$ cat src/rtl/mips_pipe_pkg.sv
// rtl/mips_pipe_pkg.sv - shared constants and state encoding for the MEM-stage access controller
package mips_pipe_pkg;

  localparam int DATA_W_DEF = 32;

  // Byte-offset bits that must be zero for a word access
  localparam logic [1:0] WORD_ALIGN_MASK = 2'b11;

  typedef enum logic [1:0] {
    ST_IDLE   = 2'd0,
    ST_ACCESS = 2'd1,
    ST_DONE   = 2'd2
  } mem_state_e;

endpackage

$ cat src/rtl/mem_wait_timer.sv
// rtl/mem_wait_timer.sv - clear/increment wait counter flagging the last allowed wait cycle
module mem_wait_timer #(
  parameter int TIMEOUT = 16,
  parameter int CNT_W   = $clog2(TIMEOUT + 1)
) (
  input  logic clock,
  input  logic reset,
  input  logic i_clr,
  input  logic i_inc,
  output logic o_last
);

  logic [CNT_W-1:0] r_cnt;

  always_ff @(posedge clock) begin
    if (reset || i_clr) begin
      r_cnt <= '0;
    end else if (i_inc) begin
      r_cnt <= r_cnt + 1'b1;
    end
  end

  assign o_last = (r_cnt == CNT_W'(TIMEOUT - 1));

endmodule

$ cat src/rtl/mem_stage_access_ctrl.sv
// rtl/mem_stage_access_ctrl.sv - MEM-stage load/store sequencer with pipeline stall,
// alignment check and memory-wait timeout.
module mem_stage_access_ctrl
  import mips_pipe_pkg::*;
#(
  parameter int DATA_W  = DATA_W_DEF,
  parameter int TIMEOUT = 16,
  parameter int CNT_W   = $clog2(TIMEOUT + 1)
) (
  input  logic              clock,
  input  logic              reset,
  input  logic              ex_valid,
  input  logic              ex_mem_read,
  input  logic              ex_mem_write,
  input  logic [DATA_W-1:0] ex_addr,
  input  logic [DATA_W-1:0] ex_wdata,
  output logic              pipe_enable,
  output logic              mem_req,
  output logic              mem_we,
  output logic [DATA_W-1:0] mem_addr,
  output logic [DATA_W-1:0] mem_wdata,
  input  logic              mem_ready,
  input  logic [DATA_W-1:0] mem_rdata,
  output logic [DATA_W-1:0] wb_rdata,
  output logic              wb_valid,
  output logic              align_err,
  output logic              timeout_err
);

  mem_state_e r_state;
  mem_state_e w_next_state;
  logic       r_is_load;
  logic       w_mem_op;
  logic       w_misaligned;
  logic       w_clr;
  logic       w_inc;
  logic       w_last;

  assign w_mem_op     = ex_valid & (ex_mem_read | ex_mem_write);
  assign w_misaligned = |(ex_addr[1:0] & WORD_ALIGN_MASK);

  mem_wait_timer #(
    .TIMEOUT (TIMEOUT),
    .CNT_W   (CNT_W)
  ) u_wait_timer (
    .clock  (clock),
    .reset  (reset),
    .i_clr  (w_clr),
    .i_inc  (w_inc),
    .o_last (w_last)
  );

  always_ff @(posedge clock) begin
    if (reset) begin
      r_state <= ST_IDLE;
    end else begin
      r_state <= w_next_state;
    end
  end

  // Stall everything upstream from the issuing cycle until DONE lets EX/MEM advance
  always_comb begin
    w_next_state = r_state;
    pipe_enable  = 1'b0;
    w_clr        = 1'b0;
    w_inc        = 1'b0;
    case (r_state)
      ST_IDLE: begin
        if (!w_mem_op || w_misaligned) begin
          pipe_enable = 1'b1;
        end else begin
          w_clr        = 1'b1;
          w_next_state = ST_ACCESS;
        end
      end
      ST_ACCESS: begin
        if (mem_ready || w_last) begin
          w_next_state = ST_DONE;
        end else begin
          w_inc = 1'b1;
        end
      end
      ST_DONE: begin
        pipe_enable  = 1'b1;
        w_next_state = ST_IDLE;
      end
      default: begin
        w_next_state = ST_IDLE;
      end
    endcase
  end

  always_ff @(posedge clock) begin
    if (reset) begin
      mem_req     <= 1'b0;
      mem_we      <= 1'b0;
      mem_addr    <= '0;
      mem_wdata   <= '0;
      wb_rdata    <= '0;
      wb_valid    <= 1'b0;
      align_err   <= 1'b0;
      timeout_err <= 1'b0;
      r_is_load   <= 1'b0;
    end else begin
      wb_valid    <= 1'b0;
      align_err   <= 1'b0;
      timeout_err <= 1'b0;
      case (r_state)
        ST_IDLE: begin
          if (w_mem_op && w_misaligned) begin
            align_err <= 1'b1;
            if (!ex_mem_write) begin
              wb_valid <= 1'b1;
              wb_rdata <= '0;
            end
          end else if (w_mem_op) begin
            mem_req   <= 1'b1;
            mem_we    <= ex_mem_write;
            mem_addr  <= {ex_addr[DATA_W-1:2], 2'b00};
            mem_wdata <= ex_wdata;
            r_is_load <= ~ex_mem_write;
          end
        end
        ST_ACCESS: begin
          // wb_valid is registered here so that it is high during DONE
          if (mem_ready) begin
            mem_req  <= 1'b0;
            wb_valid <= r_is_load;
            if (r_is_load) begin
              wb_rdata <= mem_rdata;
            end
          end else if (w_last) begin
            mem_req     <= 1'b0;
            timeout_err <= 1'b1;
            wb_valid    <= r_is_load;
            wb_rdata    <= '0;
          end
        end
        default: begin
        end
      endcase
    end
  end

endmodule

$ cat config.mk
export PLATFORM = sky130hd
export DESIGN_NAME = mem_stage_access_ctrl
export DESIGN_NICKNAME = d
export VERILOG_FILES = /design/src/rtl/mips_pipe_pkg.sv /design/src/rtl/mem_wait_timer.sv /design/src/rtl/mem_stage_access_ctrl.sv
export SDC_FILE = /design/constraint.sdc
export NUM_CORES = 1
export LEC_CHECK = 0
export BUFFER_PORTS_ARGS = -buffer_cell sky130_fd_sc_hd__buf_2
export CAP_MARGIN = 15
export CORE_MARGIN = 2
export CORE_UTILIZATION = 35
export DETAILED_ROUTE_END_ITERATION = 10
export SYNTH_ARGS = -nofsm -noshare
export SYNTH_HDL_FRONTEND = slang
export SYNTH_SLANG_ARGS = --single-unit
$ cat constraint.sdc
create_clock -name clock -period 3.5 [get_ports clock]
set_input_delay 0.7 -clock clock [delete_from_list [all_inputs] [get_ports clock]]
set_output_delay 0.7 -clock clock [all_outputs]
set_load 0.01 [all_outputs]
### Word-level counts from Yosys, hierarchy flattened

Cells that the tools add are included.
Widths: inputs -> output; s select.

| storage, ports and cells | value |
|---|---|
| output and inout port bits | 102 |
| logic and storage cells | 70 |
| flip-flop bits (word level) | 107 |

| operators by class | value |
|---|---|
| reduce and logical (&&, ||, !) cells | 14 |
| equal/unequal tests | 11 |
| add/subtract/negate cells | 1 |
| multiplexer cells | 27 |
| bitwise logic cells | 6 |

Operators by type and width:

| cell | count |
|---|---|
| $mux 32 | 5 |
| $pmux 32 s2 | 1 |
| $mux 1 | 15 |
| $ne 2x2->1 const B | 6 |
| $ne 3x3->1 const B | 2 |
| $pmux 1 s2 | 3 |
| $add 5x1->5 const B | 1 |
| $eq 5x4->1 const B | 1 |
| $reduce_and 5->1 | 1 |
| $mux 2 | 2 |
| $not 1->1 | 4 |
| $pmux 2 s2 | 1 |
| $reduce_and 4->1 | 1 |
| $reduce_or 2->1 | 2 |
| $logic_or 1x1->1 | 3 |
| $reduce_and 3->1 | 1 |
| $reduce_or 3->1 | 1 |
| $eq 2x1->1 const B | 1 |
| $eq 2x2->1 const B | 1 |
| $logic_not 2->1 | 1 |
| $reduce_and 2->1 | 1 |
| $reduce_bool 2->1 | 1 |
| $and 1x1->1 | 1 |
| $logic_and 1x1->1 | 1 |
| other kinds (2) | 2 |

### Logic depth before layout (Yosys ltp)

Gate-level depths: netlist of run 1.

| depth | value |
|---|---|
| depth in word-level cells | 7 |
| mapped depth | 8 |

### Hierarchy

A second synthesis of run 1 with hierarchy kept.

| second synthesis, totals | value |
|---|---|
| cell total of the unflattened synthesis | 480 |
| area total of the unflattened synthesis | 4155.2 um2 |

By module, submodules not included:

| module | cells each | seq. area each (um2) | area an instance (um2) | instances |
|---|---|---|---|---|
| mem_stage_access_ctrl | 456 | 2042.0 | 3897.5 | 1 |
| mem_wait_timer | 24 | 100.1 | 257.7 | 1 |

### Worst setup path before layout of run 1

No wires, ideal clock.

| path | value |
|---|---|
| path kind | input-to-output |
| start point | input port ex_mem_write |
| end point | output port pipe_enable |
| path slack | 1.476 ns |
| data arrival time | 1.324 ns |
| cell stages on the path | 4 |
| cell sequence | nor2_1 or3b_4 nor3_1 nor2_1 |

| on the way | value |
|---|---|
| longest elaborated chain between the ends | 6 |

RTL lines:

| item | RTL line | RTL |
|---|---|---|
| start: declaration | mem_stage_access_ctrl.sv:14 | `input logic ex_mem_write,` |
| $or 1x1->1 | mem_stage_access_ctrl.sv:39 | `assign w_mem_op = ex_valid & (ex_mem_read \| ex_mem_write);` |
| $and 1x1->1 | mem_stage_access_ctrl.sv:39 |  |
| $logic_not 1->1 | mem_stage_access_ctrl.sv:69 | `if (!w_mem_op \|\| w_misaligned) begin` |
| $logic_or 1x1->1 | mem_stage_access_ctrl.sv:69 |  |
| $mux 1 | mem_stage_access_ctrl.sv:69 |  |
| $pmux 1 s2 | mem_stage_access_ctrl.sv:67 | `case (r_state)` |
| end: declaration | mem_stage_access_ctrl.sv:17 | `output logic pipe_enable,` |

Every way passes these cells.

### Final worst setup path of run 1

| path | value |
|---|---|
| start point | register u_wait_timer.r_cnt[0] |
| end point | register wb_rdata[2] |

| on the way | value |
|---|---|
| longest elaborated chain between the ends | 3 |

RTL lines:

| item | RTL line | RTL |
|---|---|---|
| start: declaration | mem_wait_timer.sv:13 | `logic [CNT_W-1:0] r_cnt;` |
| start signal: assignment | mem_wait_timer.sv:19 | `r_cnt <= r_cnt + 1'b1;` |
| $eq 5x4->1 | mem_wait_timer.sv:23 | `assign o_last = (r_cnt == CNT_W'(TIMEOUT - 1));` |
| net u_wait_timer.o_last | mem_wait_timer.sv:10 | `output logic o_last` |
| $ne 3x3->1 (no source line) | - |  |
| $reduce_and 5->1 (no source line) | - |  |
| end signal: assignment | mem_stage_access_ctrl.sv:130 | `wb_rdata <= mem_rdata;` |
| end: declaration | mem_stage_access_ctrl.sv:24 | `output logic [DATA_W-1:0] wb_rdata,` |

The timed path passes the listed nets, and every way through them passes these cells.
A chain may end at the register's enable or synchronous reset.

==> run_results.csv, run 1 <==
group,metric,value,unit
global_routing,grt_pass1_wl,17000,um
worst_setup_path,crit_path_end_kind,"flop",
worst_setup_path,crit_buf_inv,0,
final_layout,fin_cells,804,
floorplan,ios,204,
power_and_ir_drop,p_per_area,458,nW/um^2
routing,drt_wl_total,10400,um
logic_synthesis,yosysTopAreaCellShare,0.522,
clocking,cts_buffer_depth,2,
routing,via_per_inst,4.61,
sta,slew_headroom,0.349,
logic_synthesis,yosysSeqAreaShare,0.522,
logic_synthesis,syn_area_per_cell,8.65,sq um
routing,drt_iter0_markers,208,
power_and_ir_drop,ir_drop,218,uV
final_layout,drive_gt1_frac,0.346,
worst_setup_path,r2r-start,"u_wait_timer.r_cnt[0]$_SDFFE_PP0P_",
sta,fmax,0.427,GHz
worst_setup_path,path_depth,6,
sta,fin_tns_setup,0,ns
clocking,clock-sinks,107,
worst_setup_path,worstReg2RegEnd,"wb_rdata[2]$_SDFFE_PP0P_",
clocking,hold_buffers,0,
floorplan,start_util,0.359,
worst_setup_path,reg2reg_depth,6,
clocking,cts_resized,0,
global_routing,grt_use_total,0.164,
global_routing,grt-ovfl-total,0,
final_layout,diodes,0,
worst_setup_path,critPathKind,"flop to flop",
sta,final.setup.worst_slack,1.16,ns
logic_synthesis,yosysTopAreaCell,"dfxtp_1",
placed_design,portBuffers,201,
worst_setup_path,r2r_slack,1.16,ns
floorplan,die_w,112,um
floorplan,die_h,112,um
clocking,htreeDepth,3,
global_routing,grt_pass1_vias,3553,
hold_path,hp-class,"flop to flop",
worst_setup_path,crit_start,"u_wait_timer.r_cnt[0]$_SDFFE_PP0P_",
worst_setup_path,worstPathArrival,2.59,ns
routing,ant_nets,0,
status,outcome,"completed",
worst_setup_path,startpoint_type,"flop",
global_routing,antenna_found_initial,0,
worst_setup_path,critPathTopFamily,"compound AO/OA/AOI/OAI gates",
sta,clock_skew,0.00787,ns
logic_synthesis,synthCells,474,
final_layout,area_growth_syn_to_layout,33.5,%
worst_setup_path,critPathSlowestCell,"o22a_2",
placed_design,placedCellCount,788,
placed_design,hpwl,7530,um
worst_setup_path,crit_fanout,32,
worst_setup_path,cpPeakStageDelay,0.80,ns
final_layout,final_nets,760,
clocking,postCtsSetupBuffers,0,
logic_synthesis,yosysWarnings,0,
logic_synthesis,yosysUniqueCellTypes,32,
routing,vias,3709,
worst_setup_path,required,3.75,ns
clocking,cts_tree,"done",
clocking,worstSkewPairLatency,0.34,ns
placed_design,pre_cts_ws,1.07,ns
clocking,cts.reportedPaths.clkPinSlew,0.07,ns
global_routing,grt_max_degree,48,
floorplan,rows,39,
sta,min_period,2.34,ns
sta,rsz0062_at_grt,"false",
logic_synthesis,ys_ff_latch,107,
power_and_ir_drop,power,2.51,mW
sta,final_max_slew_viol_count,0,
placed_design,place_congestion,0.768,
worst_setup_path,cp_cell_sequence,"ha_1 > and3_1 > ha_1 > mux2i_1 > o22a_2 > mux2i_1",
routing,drcViolationCount,0,
routing,firstDrtPassIters,6,
sta,setup_viol,0,
worst_setup_path,critPathCapture,"wb_rdata[2]$_SDFFE_PP0P_",
sta,finalHoldViolCount,0,
clocking,cts_root_buffer,"clkbuf_16",
clocking,numCtsBuffers,9,
floorplan,dieArea,12600,sq um
job,cap_violations,0,
power_and_ir_drop,leakage,2.58,nW
sta,period_share,0.669,
floorplan,core,11400,sq um
logic_synthesis,synthTopCellsByArea,"dfxtp_1 52%, nand2_1 15%, mux2i_1 8.3%",
sta,worstMarginPinSlew,0.977,ns
routing,avgRoutedWirePerCell,13.0,um
logic_synthesis,syn_area,4100,sq um
Yosys cell counts, drive strengths merged:
cell     instances
a2111oi          1
a21oi           65
and3             1
and4bb           1
buf             17
clkbuf          19
conb             1
dfxtp          107
ha               2
inv              1
mux2i           34
nand2          161
nand2b          34
nand4            1
nand4bb          1
nor2             9
nor3             8
nor3b            1
nor4             1
nor4b            2
o22a             1
or2              1
or3              1
or3b             1
xnor2            1
xor2             2
sequential cells by signal, summed over array words and instances, names as in the netlist, 2 cells and up:
signal              cells
mem_wdata              32
wb_rdata               32
mem_addr               30
u_wait_timer.r_cnt      5
r_state                 2
layout make-up:
| type | count | area (sq um) |
|---|---|---|
| fillers | 1153 | 5940 |
| well taps | 143 | 179 |
| inverters | 1 | 3.75 |
| multi-input cells | 331 | 1770 |
| clock inverters | 4 | 56.3 |
| repair buffers | 206 | 1060 |
| flip-flops and latches | 107 | 2140 |
| clock buffers | 12 | 267 |
where the power goes:
group          internal [mW]  switching (mW)
clock network          0.618           0.436
logic                 0.0948           0.106
registers               1.24          0.0121
stage by stage:
stage	hold WS, ns	instance area [sq um]	utilization
finish	0.453	5480	0.480
global route	0.471	5480	0.480
CTS	0.455	5480	0.480
detailed placement	0.445	5150	0.451
global placement	0.439	5150	0.451
floorplan	0.449	4100	-
logic make-up after synthesis:
| family | count (synthesis) | synth area share |
|---|---|---|
| AND/OR/NAND/NOR | 223 | 0.245 |
| flip-flops | 107 | 0.522 |
| AO/OA/AOI/OAI | 67 | 0.0839 |
| buffers and inverters | 37 | 0.0522 |
| multiplexers | 34 | 0.0830 |
| XOR/XNOR | 3 | 0.00641 |
| adder cells (fa/ha/maj) | 2 | 0.00610 |
| other | 1 | 0.000915 |
per-layer routing:
layer | GRT usage | share of wire | up-vias
li1 | - | - | 1892
met3 | 0.0275 | 0.049 | 17
met4 | 0.0715 | 0.022 | 0
met2 | 0.281 | 0.50 | 111
met5 | 0 | 0 | -
met1 | 0.202 | 0.42 | 1689
how the worst min path moves through the flow:
stage / end / slack (ns) / depth (start not counted) / from
after floorplan: r_is_load$_SDFFE_PP0P_ / 0.45 / 2 / r_is_load$_SDFFE_PP0P_
after global placement: mem_addr[12]$_SDFFE_PP0P_ / 0.44 / 2 / mem_addr[12]$_SDFFE_PP0P_
after global routing: mem_wdata[26]$_SDFFE_PP0P_ / 0.47 / 2 / mem_wdata[26]$_SDFFE_PP0P_
after CTS: mem_wdata[13]$_SDFFE_PP0P_ / 0.45 / 2 / mem_wdata[13]$_SDFFE_PP0P_
final: mem_addr[22]$_SDFFE_PP0P_ / 0.45 / 2 / mem_addr[22]$_SDFFE_PP0P_
after detailed placement: mem_wdata[13]$_SDFFE_PP0P_ / 0.45 / 2 / mem_wdata[13]$_SDFFE_PP0P_
tightest hold or removal path, delay by kind of cell, from the launching register on:
kind            cells  cell delay [ns]
flops               1             0.31
simple gates        1             0.05
compound gates      1             0.05
placed cells by master (no fill, tap or decap):
cell / netlist / layout
a2111oi_1: 1 / 1
a21oi_1: 65 / 65
and3_1: 1 / 1
and4bb_2: 0 / 1
buf_12: 3 / 1
buf_2: 9 / 201
buf_4: 2 / 4
bufinv_16: 0 / 1
clkbuf_16: 0 / 9
clkbuf_8: 0 / 3
clkinv_4: 0 / 2
conb_1: 1 / 2
dfxtp_1: 107 / 107
ha_1: 2 / 2
inv_1: 1 / 1
inv_6: 0 / 1
mux2i_1: 34 / 34
nand2_1: 161 / 161
nand2b_1: 33 / 33
nand2b_2: 1 / 1
nand4_1: 1 / 1
nand4bb_4: 0 / 1
nor2_1: 9 / 9
nor3_1: 8 / 8
nor3b_4: 0 / 1
nor4_1: 1 / 1
nor4b_1: 1 / 1
nor4b_4: 1 / 1
o22a_2: 0 / 1
or2_1: 1 / 1
or3_1: 1 / 1
or3b_4: 1 / 1
xnor2_1: 1 / 1
xor2_1: 2 / 2
Power figures use the tool's default switching activity.
==> run 2, diff against run 1 <==
--- a/config.mk
+++ b/config.mk
@@ -10,6 +10,7 @@
 export CORE_MARGIN = 2
 export CORE_UTILIZATION = 35
 export DETAILED_ROUTE_END_ITERATION = 10
+export PLACE_DENSITY = 0.66
 export SYNTH_ARGS = -nofsm -noshare
 export SYNTH_HDL_FRONTEND = slang
 export SYNTH_SLANG_ARGS = --single-unit
==> constraint.sdc (replaced) <==
create_clock -name clock -period 2.1 [get_ports clock]
set_input_delay 0.42 -clock clock [delete_from_list [all_inputs] [get_ports clock]]
set_output_delay 0.42 -clock clock [all_outputs]
set_load 0.01 [all_outputs]
==> run 2 against run 1 <==
Against the previous run:
- sequential cell count is the same
- combinational power grew 72%
- clock power grew 69%
- clock skew shrank 0.0011 ns
- via count grew 0.54%
- highest routed layer unchanged
- first-iteration DRC count shrank 27%
- largest power group unchanged
- critical path type is now flop to output port
- sequential power grew 67%
- count of clock-buffer cells in the layout is the same
- final cell count grew 1.1%
- setup slack lost 1.0 ns
==> run_results.csv, run 2 (same netlist as run 1, synthesis figures left out) <==
group,metric,value,unit
routing,drt_iter0_markers,152,
clocking,hold_buffers,0,
sta,fmax,0.514,GHz
routing,avgRoutedWirePerCell,12.5,um
clocking,htreeDepth,3,
worst_setup_path,worstPathArrival,1.53,ns
final_layout,drive_gt1_frac,0.351,
global_routing,grt-ovfl-total,0,
routing,firstDrtPassIters,4,
power_and_ir_drop,p_per_area,757,nW/um^2
clocking,cts_root_buffer,"clkbuf_16",
sta,min_period,1.95,ns
sta,rsz0062_at_grt,"false",
clocking,cts_resized,0,
clocking,postCtsSetupBuffers,0,
floorplan,die_w,112,um
placed_design,portBuffers,201,
worst_setup_path,critPathSlowestCell,"or3b_4",
sta,clock_skew,0.00682,ns
global_routing,grt_max_degree,60,
routing,drt_wl_total,10200,um
sta,period_share,0.927,
worst_setup_path,required,1.68,ns
placed_design,hpwl,7500,um
worst_setup_path,crit_path_end_kind,"output port",
sta,fin_tns_setup,0,ns
routing,ant_nets,0,
floorplan,core,11400,sq um
worst_setup_path,cpPeakStageDelay,0.43,ns
global_routing,grt_pass1_wl,16500,um
clocking,cts_tree,"done",
floorplan,ios,204,
sta,final_max_slew_viol_count,0,
floorplan,die_h,112,um
clocking,cts.reportedPaths.clkPinSlew,0.07,ns
floorplan,rows,39,
status,outcome,"completed",
clocking,numCtsBuffers,9,
sta,hold_slack,0.300,ns
final_layout,reg_top3,"mem_wdata x32, wb_rdata x32, mem_addr x30",
routing,via_per_inst,4.59,
routing,drcViolationCount,0,
final_layout,final_nets,769,
clocking,worstSkewPairLatency,0.35,ns
global_routing,grt_use_total,0.161,
final_layout,area_growth_syn_to_layout,35.5,%
final_layout,fillers,1096,
final_layout,mostFrequentLayoutCells,"201 x buf_2, 161 x nand2_1, 107 x dfxtp_1",
placed_design,place_congestion,0.778,
worst_setup_path,crit_fanout,5,
final_layout,final_common_cell,"buf_2",
clocking,clock-sinks,107,
worst_setup_path,cp_cell_sequence,"or3b_4 > nor3_1 > nor2_1 > buf_2",
final_layout,diodes,0,
global_routing,antenna_found_initial,0,
worst_setup_path,critPathTopFamily,"simple AND/OR/NAND/NOR gates",
worst_setup_path,crit_buf_inv,1,
global_routing,grt_pass1_vias,3688,
worst_setup_path,critPathKind,"flop to output port",
power_and_ir_drop,ir_drop,830,uV
sta,finalHoldViolCount,0,
routing,vias,3729,
floorplan,start_util,0.359,
power_and_ir_drop,leakage,2.62,nW
sta,setup_viol,0,
job,cap_violations,0,
worst_setup_path,startpoint_type,"flop",
clocking,cts_buffer_depth,2,
hold_path,hp-class,"input port to flop",
power_and_ir_drop,power,4.21,mW
floorplan,dieArea,12600,sq um
==> run 2: changes by cell type in the layout (fill, tap and decap cells not counted) <==
cell	before	now
clkinvlp_4	0	2
buf_12	1	3
clkbuf_8	3	0
buf_4	4	11
bufinv_16	1	2
clkinv_4	2	0
inv_6	1	0
clkbuf_1	0	3
==> run 2: worst paths after layout <==
kind	slack (ns)	end	from	cells after the start
setup / recovery	0.15	pipe_enable	r_state[1]$_SDFFE_PP0P_	4
hold / removal	0.30	mem_wdata[31]$_SDFFE_PP0P_	ex_wdata[31]	3
setup reg to reg	0.16	wb_rdata[21]$_SDFFE_PP0P_	u_wait_timer.r_cnt[0]$_SDFFE_PP0P_	7
hold reg to reg	0.45	mem_addr[28]$_SDFFE_PP0P_	mem_addr[28]$_SDFFE_PP0P_	2
==> run 2: where the power goes <==
group          total (mW)  internal (mW)  switching [mW]  leakage (nW)
combinational       0.346          0.168           0.178          1.61
clock                1.77           1.05           0.725         0.143
sequential           2.09           2.07          0.0198         0.866
total                4.21           3.28           0.923          2.62
==> run 2: layout make-up <==
type,count,area (sq um),area share
sequential,107,2140,0.385
inverter,1,3.75,0.000676
timing repair buffer,215,1150,0.207
clock buffer,12,236,0.0426
multi-input combinational,331,1770,0.319
tap,143,179,0.0322
clock inverter,4,75.1,0.0135
==> run 2: worst register-to-register path: stages (launching register included) <==
cell and delay (ns):
dfxtp_1 0.33, ha_1 0.21, and3_1 0.18, ha_1 0.25
mux2i_1 0.16, o22a_2 0.29, buf_12 0.22, mux2i_1 0.22
==> run 2: routing by layer <==
metal	global-route usage	routed length [um]	part of all wire
met5	0	0	0
met4	0.0764	280	0.028
met3	0.0562	774	0.076
met2	0.278	4900	0.48
met1	0.178	4210	0.41
==> run 2: metrics by stage <==
| stage | utilization | setup slack (ns) | instances | area (sq um) |
|---|---|---|---|---|
| 6_report | 0.487 | 0.154 | 813 | 5560 |
| 5_1_grt | 0.487 | 0.0325 | 813 | 5560 |
| 4_1_cts | 0.485 | 0.133 | 811 | 5540 |
| 3_5_place_dp | 0.458 | 0.167 | 795 | 5230 |
| 3_3_place_gp | 0.458 | 0.255 | 795 | 5230 |
| 2_1_floorplan | - | 0.315 | 475 | 4100 |
==> run 3, diff against run 2 <==
--- a/config.mk
+++ b/config.mk
@@ -10,7 +10,8 @@
 export CORE_MARGIN = 2
 export CORE_UTILIZATION = 35
 export DETAILED_ROUTE_END_ITERATION = 10
-export PLACE_DENSITY = 0.66
+export PLACE_DENSITY = 0.77
 export SYNTH_ARGS = -nofsm -noshare
 export SYNTH_HDL_FRONTEND = slang
 export SYNTH_SLANG_ARGS = --single-unit
+export TNS_END_PERCENT = 20
==> constraint.sdc (replaced) <==
create_clock -name clock -period 1.7 [get_ports clock]
set_input_delay 0.34 -clock clock [delete_from_list [all_inputs] [get_ports clock]]
set_output_delay 0.34 -clock clock [all_outputs]
set_load 0.01 [all_outputs]
==> run 3 against run 2 <==
Against the previous run:
- the flow now finishes with violations (negative setup slack)
- non-clock buffer count grew 5
- die area unchanged
- clock power rose by 36%
- final cell count is 0.62% higher
- sequential power grew 23%
- critical path depth up 3
- highest routed layer unchanged
==> run_results.csv, run 3 (same netlist as run 1, synthesis figures left out) <==
group,metric,value,unit
floorplan,core,11400,sq um
clocking,worstSkewPairLatency,0.35,ns
sta,period_share,1.02,
clocking,htreeDepth,3,
worst_setup_path,crit_fanout,3,
final_layout,reg_top3,"mem_wdata x32, wb_rdata x32, mem_addr x30",
sta,setup_viol,4,
worst_setup_path,worstPathArrival,1.99,ns
worst_setup_path,required,1.95,ns
final_layout,drive_gt1_frac,0.375,
sta,final.setup.worst_slack,-0.0425,ns
floorplan,die_h,112,um
sta,fin_tns_setup,-0.0902,ns
worst_setup_path,crit_path_end_kind,"flop",
global_routing,grt_use_total,0.158,
clocking,cts.reportedPaths.clkPinSlew,0.08,ns
final_layout,fin_cells,818,
final_layout,fin_util,0.504,
clocking,numCtsBuffers,9,
global_routing,antenna_found_initial,0,
sta,clock_skew,0.00940,ns
placed_design,placedCellCount,798,
power_and_ir_drop,ir_drop,756,uV
worst_setup_path,cpPeakStageDelay,0.34,ns
worst_setup_path,startpoint_type,"flop",
worst_setup_path,crit_start,"u_wait_timer.r_cnt[0]$_SDFFE_PP0P_",
routing,vias,3778,
routing,avgRoutedWirePerCell,12.6,um
sta,rsz0062_at_grt,"true",
routing,wl_met1,4380,um
final_layout,mostFrequentLayoutCells,"201 x buf_2, 161 x nand2_1, 104 x dfxtp_1",
sta,final_max_slew_viol_count,0,
worst_setup_path,cp_cell_sequence,"ha_4 > and3_4 > ha_4 > nor4b_4 > buf_4 > nor2_4 > a2111oi_2",
placed_design,portBuffers,201,
floorplan,die_w,112,um
routing,drcViolationCount,0,
floorplan,dieArea,12600,sq um
routing,firstDrtPassIters,4,
sta,finalHoldViolCount,0,
final_layout,diodes,0,
floorplan,start_util,0.359,
job,cap_violations,0,
placed_design,place_congestion,0.750,
status,outcome,"finished with violations",
clocking,cts_buffer_depth,2,
worst_setup_path,r2r-start,"u_wait_timer.r_cnt[0]$_SDFFE_PP0P_",
final_layout,fillers,1094,
sta,fmax,0.574,GHz
placed_design,hpwl,6890,um
routing,highest_layer,"met4",
final_layout,area_growth_syn_to_layout,40.3,%
power_and_ir_drop,p_per_area,947,nW/um^2
clocking,clock-sinks,107,
final_layout,final_common_cell,"buf_2",
worst_setup_path,critPathKind,"flop to flop",
floorplan,rows,39,
global_routing,grt_max_degree,73,
global_routing,grt-ovfl-total,0,
routing,via_per_inst,4.62,
placed_design,pre_cts_ws,-0.0707,ns
floorplan,ios,204,
global_routing,grt_pass1_wl,16400,um
clocking,cts_root_buffer,"clkbuf_16",
global_routing,grt_pass1_vias,3676,
sta,min_period,1.74,ns
final_layout,final_nets,774,
hold_path,hp-start,"ex_wdata[3]",
routing,ant_nets,0,
power_and_ir_drop,leakage,2.70,nW
hold_path,hp-class,"input port to flop",
clocking,cts_tree,"done",
routing,drt_wl_total,10300,um
routing,wl_met3,751,um
routing,wl_met2,4900,um
worst_setup_path,critPathSlowestCell,"dfxtp_2",
worst_setup_path,crit_top_cell,"ha_4",
routing,drt_iter0_markers,189,
status,violations,"negative setup slack",
run 3: per-layer routing:
| metal | vias to the layer above | GRT usage |
|---|---|---|
| li1 | 1924 | - |
| met1 | 1699 | 0.177 |
| met2 | 133 | 0.275 |
| met3 | 22 | 0.0437 |
| met4 | 0 | 0.0780 |
| met5 | - | 0 |
run 3: path summary, 6_finish.rpt:
path,depth (start not counted),slack [ns],endpoint
worst max register to register,7,-0.04,u_wait_timer.r_cnt[4]$_SDFFE_PP0P_
worst min-delay path,3,0.23,mem_wdata[3]$_SDFFE_PP0P_
worst min register to register,2,0.45,mem_addr[26]$_SDFFE_PP0P_
worst max-delay path,7,-0.04,u_wait_timer.r_cnt[4]$_SDFFE_PP0P_
run 3: final cells by class:
class                      count  area [sq um]  area share
sequential                   107          2150       0.373
clock buffer                  10           239      0.0416
clock inverter                 6           113      0.0196
timing repair buffer         220          1250       0.217
tap                          143           179      0.0311
multi-input combinational    331          1820       0.317
inverter                       1          3.75    0.000653
run 3: through the flow:
| step | area [sq um] | power, mW | hold slack, ns |
|---|---|---|---|
| floorplan | 4130 | 2.86 | 0.417 |
| global placement | 5300 | 3.07 | 0.439 |
| CTS | 5660 | 5.50 | 0.208 |
| finish | 5750 | 5.44 | 0.227 |
| detailed placement | 5300 | 3.07 | 0.443 |
| global route | 5750 | 5.66 | 0.219 |
run 3: repair_timing:
| action | 4_1_cts | 5_1_grt |
|---|---|---|
| hold buffers | 0 | 0 |
| endpoints found under the setup margin | 7 | 41 |
| gates cloned | 0 | 2 |
| pin swaps | 1 | 1 |
| setup buffers | 0 | 2 |
| gates resized for setup | 1 | 7 |
run 3: critical path: cells and delay by family (launching register included):
kind | cells | cell delay (ns)
adder cells (fa/ha/maj) | 2 | 0.31
buffers and inverters | 1 | 0.19
flip-flops | 1 | 0.34
AND/OR/NAND/NOR | 3 | 0.54
AO/OA/AOI/OAI | 1 | 0.25
run 3: power by group:
part | total (mW) | switching (mW) | leakage [nW] | internal (mW)
Sequential | 2.58 | 0.0242 | 0.867 | 2.56
Clock | 2.41 | 0.931 | 0.161 | 1.48
Combinational | 0.453 | 0.230 | 1.67 | 0.223
Total | 5.44 | 1.19 | 2.70 | 4.26
